==> src/rtl/i2s_tx_stereo_param_pkg.sv <==
// Shared types and constants for the stereo I2S / left-justified transmitter.
// The size decode maps the 3-bit sample_size code to a bit count.
package i2s_tx_stereo_param_pkg;

  typedef enum logic [1:0] {
    ST_IDLE  = 2'd0,
    ST_RUN   = 2'd1,
    ST_DRAIN = 2'd2
  } state_t;

  localparam logic MODE_I2S = 1'b0;
  localparam logic MODE_LJ  = 1'b1;

  localparam logic [2:0] SIZE_8  = 3'd0;
  localparam logic [2:0] SIZE_12 = 3'd1;
  localparam logic [2:0] SIZE_16 = 3'd2;
  localparam logic [2:0] SIZE_24 = 3'd3;
  localparam logic [2:0] SIZE_32 = 3'd4;

  // Codes 5..7 are reserved and fall back to 16 bits.
  function automatic logic [5:0] size_bits(input logic [2:0] code);
    case (code)
      SIZE_8:  return 6'd8;
      SIZE_12: return 6'd12;
      SIZE_16: return 6'd16;
      SIZE_24: return 6'd24;
      SIZE_32: return 6'd32;
      default: return 6'd16;
    endcase
  endfunction

endpackage

==> src/rtl/i2s_tx_stereo_param_bclk_gen.sv <==
// Bit clock generator: divides clk by 2*CLK_DIV while run is high and flags
// the cycle in which bclk goes from 1 to 0.
module i2s_tx_stereo_param_bclk_gen #(
  parameter int CLK_DIV = 4
) (
  input  logic clk,
  input  logic rst_n,
  input  logic run,
  output logic bclk,
  output logic fall_event
);

  localparam int CW = $clog2(CLK_DIV);

  logic [CW-1:0] div_cnt_reg;
  logic          bclk_reg;
  logic          wrap;

  assign wrap       = run && (div_cnt_reg == CW'(CLK_DIV - 1));
  assign fall_event = wrap && bclk_reg;
  assign bclk       = bclk_reg;

  always_ff @(posedge clk) begin
    if (!rst_n) begin
      div_cnt_reg <= '0;
      bclk_reg    <= 1'b0;
    end else if (!run) begin
      div_cnt_reg <= '0;
      bclk_reg    <= 1'b0;
    end else if (wrap) begin
      div_cnt_reg <= '0;
      bclk_reg    <= ~bclk_reg;
    end else begin
      div_cnt_reg <= div_cnt_reg + 1'b1;
    end
  end

endmodule

==> src/rtl/i2s_tx_stereo_param.sv <==
// Stereo I2S / left-justified serial transmitter with runtime sample size.
// Holding register + handshake, frame FSM, bit index and the two slot shift registers.
module i2s_tx_stereo_param
  import i2s_tx_stereo_param_pkg::*;
#(
  parameter int MAX_WIDTH = 32,
  parameter int SLOT_BITS = 32,
  parameter int CLK_DIV   = 4
) (
  input  logic                 clk,
  input  logic                 rst_n,
  input  logic                 enable,
  input  logic                 mode,
  input  logic [2:0]           sample_size,
  input  logic                 s_valid,
  output logic                 s_ready,
  input  logic [MAX_WIDTH-1:0] s_left,
  input  logic [MAX_WIDTH-1:0] s_right,
  output logic                 bclk,
  output logic                 lrclk,
  output logic                 sdata,
  output logic                 underrun,
  output logic                 busy
);

  localparam int FRAME_BITS = 2 * SLOT_BITS;
  localparam int BW         = $clog2(FRAME_BITS);
  localparam logic [BW-1:0] LAST_BIT   = BW'(FRAME_BITS - 1);
  localparam logic [BW-1:0] SLOT_FIRST = BW'(SLOT_BITS);
  localparam logic [BW-1:0] SLOT_PRE   = BW'(SLOT_BITS - 1);

  state_t                state_reg;
  logic [BW-1:0]         bit_idx_reg;
  logic                  hold_full_reg;
  logic [MAX_WIDTH-1:0]  hold_left_reg;
  logic [MAX_WIDTH-1:0]  hold_right_reg;
  logic [MAX_WIDTH-1:0]  left_sr_reg;
  logic [MAX_WIDTH-1:0]  right_sr_reg;
  logic                  mode_reg;
  logic                  lrclk_reg;
  logic                  sdata_reg;
  logic                  underrun_reg;
  logic                  busy_reg;

  logic                  run;
  logic                  fall_event;
  logic                  stop;
  logic                  frame_step;
  logic                  load;
  logic                  accept;
  logic [5:0]            size_dec;
  logic [5:0]            size_n;
  logic [5:0]            shamt;
  logic [MAX_WIDTH-1:0]  src_left;
  logic [MAX_WIDTH-1:0]  src_right;
  logic [MAX_WIDTH-1:0]  cur_left;
  logic [MAX_WIDTH-1:0]  cur_right;
  logic                  in_right;
  logic                  eff_mode;
  logic                  lrclk_next;
  logic [BW-1:0]         bit_idx_next;

  i2s_tx_stereo_param_bclk_gen #(
    .CLK_DIV(CLK_DIV)
  ) u_bclk_gen (
    .clk       (clk),
    .rst_n     (rst_n),
    .run       (run),
    .bclk      (bclk),
    .fall_event(fall_event)
  );

  assign run = (state_reg != ST_IDLE);

  // Draining ends on the fall event that would have started a new frame, so the
  // last bit of the frame keeps its full BCLK period.
  assign stop       = fall_event && (state_reg == ST_DRAIN) && !enable && (bit_idx_reg == '0);
  assign frame_step = fall_event && run && !stop;
  assign load       = frame_step && (bit_idx_reg == '0);
  assign accept     = s_valid && !hold_full_reg;

  // Samples are left-aligned at load; bits above the size fall off the top.
  assign size_dec  = size_bits(sample_size);
  assign size_n    = (size_dec > 6'(MAX_WIDTH)) ? 6'(MAX_WIDTH) : size_dec;
  assign shamt     = 6'(MAX_WIDTH) - size_n;
  assign src_left  = hold_full_reg ? hold_left_reg  : '0;
  assign src_right = hold_full_reg ? hold_right_reg : '0;
  assign cur_left  = load ? (src_left  << shamt) : left_sr_reg;
  assign cur_right = load ? (src_right << shamt) : right_sr_reg;

  assign in_right     = (bit_idx_reg >= SLOT_FIRST);
  assign eff_mode     = load ? mode : mode_reg;
  assign lrclk_next   = (eff_mode == MODE_LJ) ? in_right
                      : ((bit_idx_reg >= SLOT_PRE) && (bit_idx_reg != LAST_BIT));
  assign bit_idx_next = (bit_idx_reg == LAST_BIT) ? '0 : bit_idx_reg + 1'b1;

  always_ff @(posedge clk) begin
    if (!rst_n) begin
      state_reg      <= ST_IDLE;
      bit_idx_reg    <= '0;
      hold_full_reg  <= 1'b0;
      hold_left_reg  <= '0;
      hold_right_reg <= '0;
      left_sr_reg    <= '0;
      right_sr_reg   <= '0;
      mode_reg       <= MODE_I2S;
      lrclk_reg      <= 1'b0;
      sdata_reg      <= 1'b0;
      underrun_reg   <= 1'b0;
      busy_reg       <= 1'b0;
    end else begin
      // A same-cycle accept refills the register the loader is emptying.
      if (accept) begin
        hold_full_reg  <= 1'b1;
        hold_left_reg  <= s_left;
        hold_right_reg <= s_right;
      end else if (load) begin
        hold_full_reg  <= 1'b0;
      end

      case (state_reg)
        ST_IDLE: begin
          if (enable) begin
            state_reg <= ST_RUN;
            busy_reg  <= 1'b1;
          end
        end
        ST_RUN: begin
          if (!enable) state_reg <= ST_DRAIN;
        end
        ST_DRAIN: begin
          if (enable) begin
            state_reg <= ST_RUN;
          end else if (stop) begin
            state_reg <= ST_IDLE;
            busy_reg  <= 1'b0;
          end
        end
        default: begin
          state_reg <= ST_IDLE;
          busy_reg  <= 1'b0;
        end
      endcase

      underrun_reg <= load && !hold_full_reg;

      if (stop) begin
        sdata_reg <= 1'b0;
        lrclk_reg <= 1'b0;
      end else if (frame_step) begin
        bit_idx_reg <= bit_idx_next;
        lrclk_reg   <= lrclk_next;
        if (load) mode_reg <= mode;
        if (in_right) begin
          sdata_reg    <= cur_right[MAX_WIDTH-1];
          right_sr_reg <= cur_right << 1;
          left_sr_reg  <= cur_left;
        end else begin
          sdata_reg    <= cur_left[MAX_WIDTH-1];
          left_sr_reg  <= cur_left << 1;
          right_sr_reg <= cur_right;
        end
      end
    end
  end

  assign s_ready  = !hold_full_reg;
  assign lrclk    = lrclk_reg;
  assign sdata    = sdata_reg;
  assign underrun = underrun_reg;
  assign busy     = busy_reg;

endmodule

==> config.mk <==
export PLATFORM = sky130hd
export DESIGN_NAME = i2s_tx_stereo_param
export DESIGN_NICKNAME = d
export VERILOG_FILES = /design/src/rtl/i2s_tx_stereo_param_pkg.sv /design/src/rtl/i2s_tx_stereo_param_bclk_gen.sv /design/src/rtl/i2s_tx_stereo_param.sv
export SDC_FILE = /design/constraint.sdc
export NUM_CORES = 1
export LEC_CHECK = 0
export ABC_AREA = 1
export CAP_MARGIN = 20
export CORE_AREA = 2 2 132 134
export CTS_CLUSTER_SIZE = 25
export DETAILED_ROUTE_END_ITERATION = 8
export DIE_AREA = 0 0 134 136
export PLACE_DENSITY_LB_ADDON = 0.08
export SYNTH_ARGS = -nofsm -noshare
export SYNTH_HDL_FRONTEND = slang
export SYNTH_SLANG_ARGS = --single-unit
==> constraint.sdc <==
create_clock -name clk -period 2 [get_ports clk]
set_clock_uncertainty 0.2 [all_clocks]
set_input_delay 0.4 -clock clk [delete_from_list [all_inputs] [get_ports clk]]
set_output_delay 0.4 -clock clk [all_outputs]
set_load 0.01 [all_outputs]
Word-level counts from Yosys, hierarchy flattened

Cells that the tools add are included.

Bits in registers: 145
Word-level logic and storage cells: 88

Add/sub/neg operators: 3
Muxes and demuxes: 23
Reduce and logical (&&, ||, !) cells: 25
$lt $le $gt $ge: 3
Bitwise operators: 5
Shift operators: 2
Equality and inequality tests: 13

Operators by type and width:

| operator              | number |
|---|---|
| $mux W32              | 6 |
| $shl A32 B6 Y32       | 2 |
| $pmux W6 S4           | 1 |
| $mux W6               | 2 |
| $logic_and A1 B1 Y1   | 11 |
| $mux W1               | 8 |
| $mux W2               | 4 |
| $ne A2 B2 Y1 const B  | 4 |
| $add A6 B1 Y6 const B | 1 |
| $eq A6 B6 Y1 const B  | 1 |
| $ge A6 B5 Y1 const B  | 1 |
| $ge A6 B6 Y1 const B  | 1 |
| $gt A6 B6 Y1 const B  | 1 |
| $logic_not A6 Y1      | 1 |
| $ne A6 B6 Y1 const B  | 1 |
| $pmux W2 S3           | 1 |
| $sub A6 B6 Y6 const A | 1 |
| $not A1 Y1            | 5 |
| $eq A2 B2 Y1 const B  | 2 |
| $reduce_and A2 Y1     | 2 |
| $reduce_and A4 Y1     | 1 |
| $reduce_bool A2 Y1    | 2 |
| $eq A3 B1 Y1 const B  | 1 |
| $eq A3 B2 Y1 const B  | 1 |
| other kinds (11)      | 13 |

Depth between registers and ports, before layout

Depth in word-level cells: 11
Mapped depth: 15

By module

A second synthesis with hierarchy kept.

Cell total of the unflattened synthesis: 1493
Area, all modules: 8787.2 um^2

By module, submodules not included:

| module                       | instances | area each (um^2) | seq. area each (um^2) | cells each |
|---|---|---|---|---|
| i2s_tx_stereo_param          | 1         | 8664.6           | 2842.7                | 1477 |
| i2s_tx_stereo_param_bclk_gen | 1         | 122.6            | 60.1                  | 16 |

Worst setup path after synthesis

OpenSTA, ideal clock, no wires.

Kind: register to register
Start point: register u_bclk_gen.div_cnt_reg[0]
End point: register left_sr_reg[21]
Stages on the path, launching flop included: 12
Slack: 0.094 ns
Arrival: 1.579 ns
Required time: 1.672 ns
Path through: dfxtp_1 -> ha_1 -> nand2_1 -> nor2_4 -> nand3_4 -> nor2_8 -> buf_4 -> nand2_1 -> nand4_1 -> nand2_1 -> nor2_1 -> nor2_1

Cells in the longest elaborated chain, start to end: 11
Elaborated cells on any way between the ends: 14
Classes of those cells: eq/ne (1); mux (2); bitwise (1); reduce/logical (10)

Ends and longest elaborated chain:

| what                             | RTL line                           | text |
|---|---|---|
| start: declaration               | i2s_tx_stereo_param_bclk_gen.sv:15 | `logic [CW-1:0] div_cnt_reg;` |
| start signal: assignment         | i2s_tx_stereo_param_bclk_gen.sv:34 | `div_cnt_reg <= div_cnt_reg + 1'b1;` |
| $eq A2 B2 Y1 *                   | i2s_tx_stereo_param_bclk_gen.sv:19 | `assign wrap = run && (div_cnt_reg == CW'(CLK_DIV - 1));` |
| $logic_and A1 B1 Y1 *            | i2s_tx_stereo_param_bclk_gen.sv:19 |  |
| $logic_and A1 B1 Y1 *            | i2s_tx_stereo_param_bclk_gen.sv:20 | `assign fall_event = wrap && bclk_reg;` |
| $logic_and A1 B1 Y1 (3 in a row) | i2s_tx_stereo_param.sv:77          | `assign stop = fall_event && (state_reg == ST_DRAIN) && !enable && (bit_idx_reg == '0);` |
| $logic_not A1 Y1                 | i2s_tx_stereo_param.sv:78          | `assign frame_step = fall_event && run && !stop;` |
| $logic_and A1 B1 Y1              | i2s_tx_stereo_param.sv:78          |  |
| $logic_and A1 B1 Y1              | i2s_tx_stereo_param.sv:79          | `assign load = frame_step && (bit_idx_reg == '0);` |
| $mux W32                         | i2s_tx_stereo_param.sv:88          | `assign cur_left = load ? (src_left << shamt) : left_sr_reg;` |
| $mux W32                         | i2s_tx_stereo_param.sv:154         | `if (in_right) begin` |
| end signal: assignment           | i2s_tx_stereo_param.sv:157         | `left_sr_reg <= cur_left;` |
| end signal: assignment           | i2s_tx_stereo_param.sv:160         | `left_sr_reg <= cur_left << 1;` |
| end: declaration                 | i2s_tx_stereo_param.sv:37          | `logic [MAX_WIDTH-1:0] left_sr_reg;` |

Mark *: on every way between the ends. The rest lies on a longest branch, timed or not.
A chain may end at the register's enable or synchronous reset.

Worst setup path after layout

Start point: register bit_idx_reg[1]
End point: register right_sr_reg[20]

Cells in the longest elaborated chain, start to end: 7
Elaborated cells on any way between the ends: 10
Classes of those cells: order compare (1); mux (2); bitwise (1); reduce/logical (6)

Ends and longest elaborated chain:

| what                     | RTL line                                             | text |
|---|---|---|
| start: declaration       | i2s_tx_stereo_param.sv:33                            | `logic [BW-1:0] bit_idx_reg;` |
| start signal: assignment | i2s_tx_stereo_param.sv:151                           | `bit_idx_reg <= bit_idx_next;` |
| $logic_not A6 Y1         | i2s_tx_stereo_param.sv:77, i2s_tx_stereo_param.sv:79 |  |
| $logic_and A1 B1 Y1      | i2s_tx_stereo_param.sv:77                            |  |
| $logic_not A1 Y1         | i2s_tx_stereo_param.sv:78                            |  |
| $logic_and A1 B1 Y1      | i2s_tx_stereo_param.sv:78                            |  |
| $logic_and A1 B1 Y1      | i2s_tx_stereo_param.sv:79                            |  |
| $mux W32                 | i2s_tx_stereo_param.sv:89                            | `assign cur_right = load ? (src_right << shamt) : right_sr_reg;` |
| $mux W32                 | i2s_tx_stereo_param.sv:154                           |  |
| end signal: assignment   | i2s_tx_stereo_param.sv:156                           | `right_sr_reg <= cur_right << 1;` |
| end signal: assignment   | i2s_tx_stereo_param.sv:161                           | `right_sr_reg <= cur_right;` |
| end: declaration         | i2s_tx_stereo_param.sv:38                            | `logic [MAX_WIDTH-1:0] right_sr_reg;` |

Several ways; a longest one is shown, not always the timed one.

==> results <==
Yosys cell counts (3+ instances only):
library cell	instances	share of area [%]
buf_2	43	2.5
a21oi_1	28	1.6
nand2_1	616	27
inv_1	123	5.3
nand3_1	196	11
o211ai_1	5	0.43
nor3_1	9	0.52
nand2_2	3	0.22
nand4_1	17	1.2
clkbuf_1	39	1.7
o21ai_0	77	4.4
buf_4	10	0.86
dfxtp_1	145	33
o21ai_2	10	1.0
nor2_2	4	0.29
inv_2	4	0.17
nor2_1	147	6.3
ha_1	3	0.43
buf_1	4	0.17
cells by family (layout without fill, tap and decap cells):
kind of cell,after synthesis,after routing
adders and majority gates,3,3
buffers and inverters,226,361
and+or+nand+nor,1002,1005
AOI/OAI and AO/OA,124,124
DFF,145,145
worst paths after layout:
| path | start | to | slack (ps) | depth (start not counted) |
|---|---|---|---|---|
| worst min register to register | u_bclk_gen.div_cnt_reg[0] | u_bclk_gen.div_cnt_reg[0] | 240 | 1 |
| worst max register to register | bit_idx_reg[1] | right_sr_reg[20] | -30 | 13 |
| worst max-delay path | bit_idx_reg[1] | right_sr_reg[20] | -30 | 13 |
| worst min-delay path | rst_n | left_sr_reg[29] | 180 | 3 |
critical path: stages (launching register included):
cell and delay (ps):
dfxtp_2 320, inv_2 80, ha_4 160, nand2_4 50
nor2_4 110, nand3_4 160, buf_4 230, a21oi_1 180
nand2_1 120, nand2_1 100, nand2_1 70, nand2_1 60
nor2_1 40, nor2_1 70
area by class of cell:
class | instances | area [um^2]
fill | 1533 | 5300
multi-input combinational | 1132 | 5160
sequential | 145 | 2910
timing repair buffer | 201 | 2140
inverter | 128 | 485
clock buffer | 20 | 447
tap | 225 | 282
clock inverter | 12 | 156
report_power, final:
part           leakage, uW  total (uW)  internal [uW]  switching [uW]
logic              0.00432        1090            462             626
clock network     0.000283        3310           2000            1310
registers          0.00119        3080           3000            75.0
per-stage QoR:
step	total power (uW)	hold WS [ps]	cell area, um^2	util, %	setup WS, ps
detailed placement	4150	221	10300	61.0	-544
global route	7750	188	11600	68.6	-116
global placement	4140	217	10300	61.0	-526
floorplan	3690	204	8720	-	93.8
CTS	7450	179	11300	67.0	-2.67
finish	7480	183	11600	68.6	-28.3
timing repair:
item	in CTS	in global routing
pin swaps	16	11
resized for setup	43	55
hold endpoints to repair	0	0
cloned	5	4
buffers inserted	19	3
hold buffers	0	0
endpoints found under the setup margin	69	72
routing by layer:
metal / up-vias / GRT usage [%]
li1: 4945 / -
met2: 393 / 51.7
met4: 0 / 10.8
met5: - / 0
met1: 4508 / 40.9
met3: 71 / 6.08
==> impl_results.md <==
- Grt total ovfl: 0
- Status: finished with violations
- Peak fanout along the critical path: 11
- Largest family of logic cells by synthesized area: simple AND/OR/NAND/NOR gates
- Boundary Pins: 78
- Total Neg Setup Slack: -79.5 ps
- Synth Register Bits: 145
- Number of vias in the routed layout: between 9,000 and 10,000
- Leakage power figure: 0.00579 uW
- CP Class: register to register
- Detailed-router iteration count before antenna repair: 7
- Commonest non-fill, non-tap cell in the layout: nand2_1
- Number of slew-limit violations in the final report: 0
- Number of clock buffers inserted by TritonCTS: 17
- Number of distinct library cells after synthesis: 32
- Violated checks: setup timing
- HPWL after DPL: ~19,000 um
- Startpoint type of the worst setup path: register
- Final critical-path setup slack: -28.3 ps
- CTS tree: done
- Number of endpoints failing setup at the final stage: 6
- Clock sinks: 145
- Amount of wire on met2 after detailed routing: approximately 13,000 um
- Worst supply voltage drop on vdd: roughly 0.0006 V
- Remaining number of nets flagged by the antenna check after routing: 0
- Maximum count of clock buffers along a single path: 2
- DR DRC count: 0
- Synth Flop Type: dfxtp_1
- Share of synthesized cell area in full adder, half adder and majority cells: less than 1%
- Max-Cap Viols: 0
- Synthesized Nets: approximately 1,600
- # rows: 48
- Peak Freq: 493 MHz
- Arrival @ worst endpoint: roughly 2200 ps
- Total wirelength of the detailed-routed design: between 20,000 and 30,000 um
- Metal3 WL: ~2100 um
- Highest metal layer with signal wires: met4
- Power density over the cells: 646 nW/um^2
- Crit path capture type: register
- Number of flops mapped to enable cells by yosys: 0
- Clock latency at the later pin of the worst-skew pair: around 430 ps
- Number of inserted diodes: 0
- Via density per instance: 5.32
- Drt first-iter violations: roughly 950
- Die outline width: around 130 um
- Wire length of the first global-routing pass: around 45,000 um
- Share of post-route cells with drive strength above 1: roughly 15%
- Worst relative slew slack: roughly 55%
- Multiplexer share of the synthesized area: 0%
- Final #Nets: 1,700
- Syn avg cell area: about 5.8 um^2
- Register clock-pin slew on the reported worst setup and hold paths: roughly 60 ps
- DIE HEIGHT: 136 um
- Average routed wire per standard cell: around 15 um
- Unrepaired setup endpoints after global routing: yes
- Yosys Warn Count: 0
- CORE AREA: roughly 17,000 um^2
- Routed metal-1 wirelength: roughly 12,000 um
- Complex-gate fraction of the synthesized area: about 7.7%
- Worst-Margin Slew: around 670 ps
- Total GRT Usage: a little under a third
- Layout area overhead: 32.8%
- Maximum number of pins on one net before global-route repair: 54
- Post-layout minimum cycle time: slightly above 2000 ps
- Area of the mapped netlist: between 8000 and 9000 um^2
- Antenna violations before repair: 0
- Critical path required time: approximately 2200 ps
- Hold crit path type: input pin to register
- Initial core utilization: 51.7%
- Sequential fraction of the synthesis area: roughly a third
- Routability cong.: 0.943
- Most frequent cells in the layout: nand2_1 (597), nand3_1 (185), nor2_1 (145)
- Number of levels in the clock H-tree: 4
- Number of global-route vias before repair: 9,055
- Final non-filler cell total: approximately 1,900
- Die footprint: 18,200 um^2
- Cells after synthesis: ~1,500
- Ratio of final minimum period to clock period: 101%
- Buffers on Ports: 77
- Post-synthesis async set-or-reset flop share: 0%
- Area share of xor/xnor cells in the synthesized design: 0%
- Fraction of the mapped netlist area in simple logic gates: between 40% and 50%
- Count of endpoints failing hold in the final timing report: 0
- DP Cell Count: 1,801
- Clock root buffer: clkbuf_16
(Power assumes the default switching activity.)
==> RTL change 1 (same flow settings) <==
Reset style: asynchronous (`rst_n`), changed in 2 clocked blocks.
--- a/src/rtl/i2s_tx_stereo_param_bclk_gen.sv
+++ b/src/rtl/i2s_tx_stereo_param_bclk_gen.sv
@@ -20,7 +20,7 @@
   assign fall_event = wrap && bclk_reg;
   assign bclk       = bclk_reg;
 
-  always_ff @(posedge clk) begin
+  always_ff @(posedge clk or negedge rst_n) begin
     if (!rst_n) begin
       div_cnt_reg <= '0;
       bclk_reg    <= 1'b0;
--- a/src/rtl/i2s_tx_stereo_param.sv
+++ b/src/rtl/i2s_tx_stereo_param.sv
@@ -94,7 +94,7 @@
                       : ((bit_idx_reg >= SLOT_PRE) && (bit_idx_reg != LAST_BIT));
   assign bit_idx_next = (bit_idx_reg == LAST_BIT) ? '0 : bit_idx_reg + 1'b1;
 
-  always_ff @(posedge clk) begin
+  always_ff @(posedge clk or negedge rst_n) begin
     if (!rst_n) begin
       state_reg      <= ST_IDLE;
       bit_idx_reg    <= '0;
Behaviour: differs if rst_n is asserted again (counterexample within 4 cycles, from zero or initial values and one cycle with rst_n low); with rst_n held inactive, the same outputs for 10 cycles.
==> RTL change 1 against the unedited design <==
The run still ends with setup timing left; sequential cell count unchanged; sequential share of layout area rose by 3.6 points; routed wire length grew 5.7%; total power up 4.2%; combinational power is 17% higher; via count fell by 4.9%; fmax rose by 0.29%; synthesized area up 2.6%; design area up 9.0%; setup slack improved by 5.8 ps; global-route usage is 0.67 points lower; largest cell class unchanged; largest power group unchanged.
==> RTL change 1: results (changes against the unedited design) <==
Yosys
  • Post-synthesis sequential area ratio: 40.6% (was 33.3%)
  • Synth top cells by count: nand2_1 (569), nand3_1 (200), dfrtp_1 (145), inv_1 (86), mux2_2 (50) (was nand2_1 (616), nand3_1 (196), nor2_1 (147), dfxtp_1 (145), inv_1 (123))
  • Distinct cells, synth: 33 (was 32)
  • Syn Nets: 1352 (was 1575)
  • Synth area leaders: dfrtp_1 (41%), nand2_1 (24%), nand3_1 (11%), mux2_2 (6.3%), inv_1 (3.6%) (was dfxtp_1 (33%), nand2_1 (27%), nand3_1 (11%), nor2_1 (6.3%), inv_1 (5.3%))

Run status
  • Failing checks: setup timing (unchanged)
  • Status: complete, but fails checks (unchanged)

Finish
  • Clock-cell share: 4.89% (was 5.21%)
  • Area added between synthesis and finish: 41.1% (was 32.8%)
  • Seq. cell area: 3630 um^2 (was 2910 um^2)
  • Post-Layout Cell Count: 1660 (was 1863)
  • Nets: 1498 (was 1700)
  • Data buffer area share: 19.0% (was 18.5%)
  • Multi-input combinational area share: 42.2% (was 44.5%)
  • Share of layout cells above drive strength 1: 27.2% (was 14.8%)

Timing
  • Endpoints failing setup: 3 (was 6)
  • Final worst slack: -22.5 ps (was -28.3 ps)
  • Setup TNS Final: -46.6 ps (was -79.5 ps)

Placed design
  • Placed Cells: 1591 (was 1801)
  • Hpwl dp: 18900 um (was 19100 um)
  • Pre-CTS setup slack: -548 ps (was -544 ps)

Detailed routing
  • Drt total wl: 29800 um (was 28200 um)
  • First-pass DRT Iterations: 6 (was 7)
  • Initial drt markers: 969 (was 953)
  • Via Count: 9435 (was 9917)

Worst setup path
  • CP max FO: 7 (was 11)

Worst hold path
  • Worst hold path type: input pin to asynchronous set/reset pin (was input pin to flip-flop)

Pwr
  • Power per cell area: 617 nW/um^2 (was 646 nW/um^2)
## RTL change 1: changes by cell type after synthesis, sizes merged, moves of 35 or more
cell,change
dfrtp,+145
dfxtp,-145
nor2,-121
o21ai,-64
mux2,+50
nand2,-46
inv,-35
## RTL change 1: final timing paths
path / start / endpoint / slack [ps] / cells past startpoint
hold reg to reg: u_bclk_gen.div_cnt_reg[0] / u_bclk_gen.div_cnt_reg[0] / 240 / 1
max in group asynchronous: rst_n / hold_right_reg[5] / 760 / 3
setup / recovery: bit_idx_reg[1] / left_sr_reg[12] / -20 / 12
setup reg to reg: bit_idx_reg[1] / left_sr_reg[12] / -20 / 12
min in group clk: u_bclk_gen.div_cnt_reg[0] / u_bclk_gen.div_cnt_reg[0] / 240 / 1
hold / removal: rst_n / sdata / 240 / 2
## RTL change 1: timing repair
action                                  4_1_cts  5_1_grt
cloned                                        2       14
hold endpoints to repair                     30        0
hold buffers                                  1        0
resized for setup                            30      210
pin swaps                                     8       49
endpoints found under the setup margin       70       69
buffers inserted                              9       14
## RTL change 1: worst max-delay path: stages (launching register included)
cell and delay [ps]:
dfrtp_1 400, inv_2 80, ha_4 160, nand2_4 50, nor2_4 120, nand3_4 120
buf_12 170, nor2_8 160, clkbuf_16 210, nand2_4 70, nand2_4 70, nand2_1 60
nand3_1 90
## RTL change 1: logic make-up (layout without fill, tap and decap cells)
logic type	count (synthesis)	after routing	synth area share, %
AND/OR/NAND/NOR	833	834	39.4
buffers and inverters	174	331	8.55
adder cells (fa/ha/maj)	3	3	0.420
AO/OA/AOI/OAI	69	69	4.49
XOR/XNOR	3	3	0.294
flip-flops	145	145	40.6
multiplexers	50	50	6.29
## RTL change 1: per-layer routing
layer	GRT usage [%]	part of all wire, %
met5	0	0
met4	11.1	3.6
met3	5.63	7.9
met2	47.5	47
met1	43.0	42
==> RTL change 2 (same flow settings) <==
Made on the original files. `CLK_DIV` is set to 4 in 2 places; all go to 8.
--- a/src/rtl/i2s_tx_stereo_param_bclk_gen.sv
+++ b/src/rtl/i2s_tx_stereo_param_bclk_gen.sv
@@ -1,7 +1,7 @@
 // Bit clock generator: divides clk by 2*CLK_DIV while run is high and flags
 // the cycle in which bclk goes from 1 to 0.
 module i2s_tx_stereo_param_bclk_gen #(
-  parameter int CLK_DIV = 4
+  parameter int CLK_DIV = 8
 ) (
   input  logic clk,
   input  logic rst_n,
--- a/src/rtl/i2s_tx_stereo_param.sv
+++ b/src/rtl/i2s_tx_stereo_param.sv
@@ -5,7 +5,7 @@
 #(
   parameter int MAX_WIDTH = 32,
   parameter int SLOT_BITS = 32,
-  parameter int CLK_DIV   = 4
+  parameter int CLK_DIV   = 8
 ) (
   input  logic                 clk,
   input  logic                 rst_n,
Formal check against the unedited RTL: not equivalent (a bounded check fails within 10 cycles, from zero or initial values and one cycle with rst_n low).
==> RTL change 2 against the unedited design <==
The run still ends with setup timing left; sequential power barely moved; design area is 6.9% higher; sequential share of layout area fell by 1.5 points; routed wire length rose by 3.2%; worst hold slack got worse by 82 ps; via count increased by 3.3%; sequential cell count is 1 higher; synthesized area rose by 1.7%; total power grew 3.9%; setup slack worse by 260 ps; fmax is 11% lower; core utilization increased by 4.7 points; largest cell class unchanged.
==> RTL change 2: results (changes against the unedited design) <==
Run status
  • Status: complete, but fails checks (unchanged)
  • Failing checks: setup timing (unchanged)

Worst setup path
  • Arrival @ worst endpoint: 2420 ps (was 2190 ps)
  • Worst setup startpoint: u_bclk_gen.div_cnt_reg[0] (was bit_idx_reg[1])
  • CP max FO: 7 (was 11)

Finish
  • Ant diodes: 0 (unchanged)
  • Share of layout cells above drive strength 1: 19.4% (was 14.8%)
  • Number of fill cells: 1339 (was 1533)
  • Post-Layout Cell Count: 1877 (was 1863)
  • Nets: 1715 (was 1700)

Worst hold path
  • Hold_sp: rst_n (unchanged)
  • Worst hold path type: input pin to flip-flop (unchanged)

Pwr
  • Power per cell area: 628 nW/um^2 (was 646 nW/um^2)
  • Lkg Pwr: 6.40 nW (was 5.79 nW)
  • Peak supply drop: 0.678 mV (was 0.611 mV)

Yosys
  • Cells after Synth: 1507 (was 1500)
  • Syn Nets: 1583 (was 1575)
  • Ys async rst share: 0% (unchanged)
  • Ys Warns: 0 (unchanged)
  • Synth area leaders: dfxtp_1 (33%), nand2_1 (24%), nand3_1 (9.5%), inv_1 (7.2%), nor2_1 (5.5%) (was dfxtp_1 (33%), nand2_1 (27%), nand3_1 (11%), nor2_1 (6.3%), inv_1 (5.3%))
  • Synth top cells by count: nand2_1 (563), inv_1 (171), nand3_1 (168), dfxtp_1 (146), nor2_1 (129) (was nand2_1 (616), nand3_1 (196), nor2_1 (147), dfxtp_1 (145), inv_1 (123))
  • Post-synthesis sequential area ratio: 33.0% (was 33.3%)
  • Distinct cells, synth: 29 (was 32)

Clock network
  • Num CTS Buffers: 17 (unchanged)
  • H-tree levels: 4 (unchanged)
  • CTS root buffer: clkbuf_16 (unchanged)
  • CTS max path bufs: 2 (unchanged)
  • Worst skew pair latency: 430 ps (about the same)
  • Reg clk slew, reported paths: 70 ps

Timing
  • Setup TNS Final: -12180 ps (was -79.5 ps)
  • Final worst slack: -289 ps (was -28.3 ps)
  • Endpoints failing setup: 67 (was 6)
  • Slew HR: 52.8% (was 55.1%)

Detailed routing
  • DR vias/cell: 5.46 (was 5.32)
  • First-pass DRT Iterations: 8 (was 7)
  • Initial drt markers: 1008 (was 953)
  • Drt total wl: 29100 um (was 28200 um)

GRT
  • Number of antenna violations at the first check in global routing: 0 (unchanged)
  • First-pass GRT wire length: 44900 um (was 45500 um)
  • Largest net degree at the start of global routing: 64 (was 54)
  • Total track usage: 30.8% (was 31.3%)
  • Vias in the first global route: 8984 (was 9055)

Placed design
  • Hpwl dp: 17800 um (was 19100 um)
  • Pre-CTS setup slack: -665 ps (was -544 ps)
  • Port bufs: 77 (unchanged)
  • Placed Instance Area: 10300 um^2 (about the same)
  • GP Congestion: 0.924 (was 0.943)
  • Placed Cells: 1795 (was 1801)
==> RTL change 2: changes by cell type in the layout (fill, tap and decap cells not counted), moves of 17 or more <==
cell,change
nand3_1,-50
nand2_2,+31
nand3_2,+21
nor2_1,-18
inv_1,+50
o211ai_1,+22
nand2_4,+17
nand4_1,+30
nand2_1,-101
==> RTL change 2: where the power goes <==
group / leakage (nW) / total [mW] / internal [mW] / switching [mW]
clock network: 0.312 / 3.63 / 2.23 / 1.40
logic: 4.89 / 1.05 / 0.428 / 0.617
registers: 1.19 / 3.09 / 3.02 / 0.0707
total: 6.40 / 7.77 / 5.69 / 2.09
==> RTL change 2: cells by family after synthesis <==
group	count (synthesis)	synth area share [%]
fa+ha+maj	4	0.565
simple gates	928	44.2
buf+inv	278	12.9
compound gates	151	9.39
flops	146	33.0
==> RTL change 2: final cells by class <==
type,count,share of cell area [%]
Clock buffer,18,3.47
Tap cell,225,2.27
Inverter,177,5.37
Multi-Input combinational cell,1087,44.2
Clock inverter,14,1.83
Sequential cell,146,23.7
Timing Repair Buffer,210,19.2
==> RTL change 2: worst paths after layout <==
kind / to / slack, ps / cells after the start
worst max register to register: left_sr_reg[17] / -290 / 13
worst min-delay path: bit_idx_reg[1] / 100 / 3
worst max-delay path: left_sr_reg[17] / -290 / 13
worst min register to register: u_bclk_gen.div_cnt_reg[0] / 230 / 1
==> RTL change 2: per-layer routing <==
layer  vias up  wire [um]  GRT usage, %
met2       481      13300          49.5
met3        84       2410          5.18
met5         -          0             0
met4         0        765          9.10
met1      4643      12600          42.5
li1       5041          -             -
==> RTL change 2: critical path: stages, from the launching register on <==
cell and delay (ps):
dfxtp_2 350, ha_4 130, ha_4 140, nand2_4 50, nor2_4 190, nand3_4 190, nor2_8 170, buf_12 150
buf_12 150, nand3_4 90, nand4_1 110, nand3_1 120, nand2_1 90, inv_1 50
==> RTL change 2: timing repair <==
| item | in CTS | in global routing |
|---|---|---|
| gates resized for setup | 125 | 79 |
| setup endpoints to repair | 71 | 71 |
| setup buffers | 28 | 7 |
| pin swaps | 40 | 64 |
| hold endpoints to repair | 0 | 0 |
| cloned | 14 | 6 |
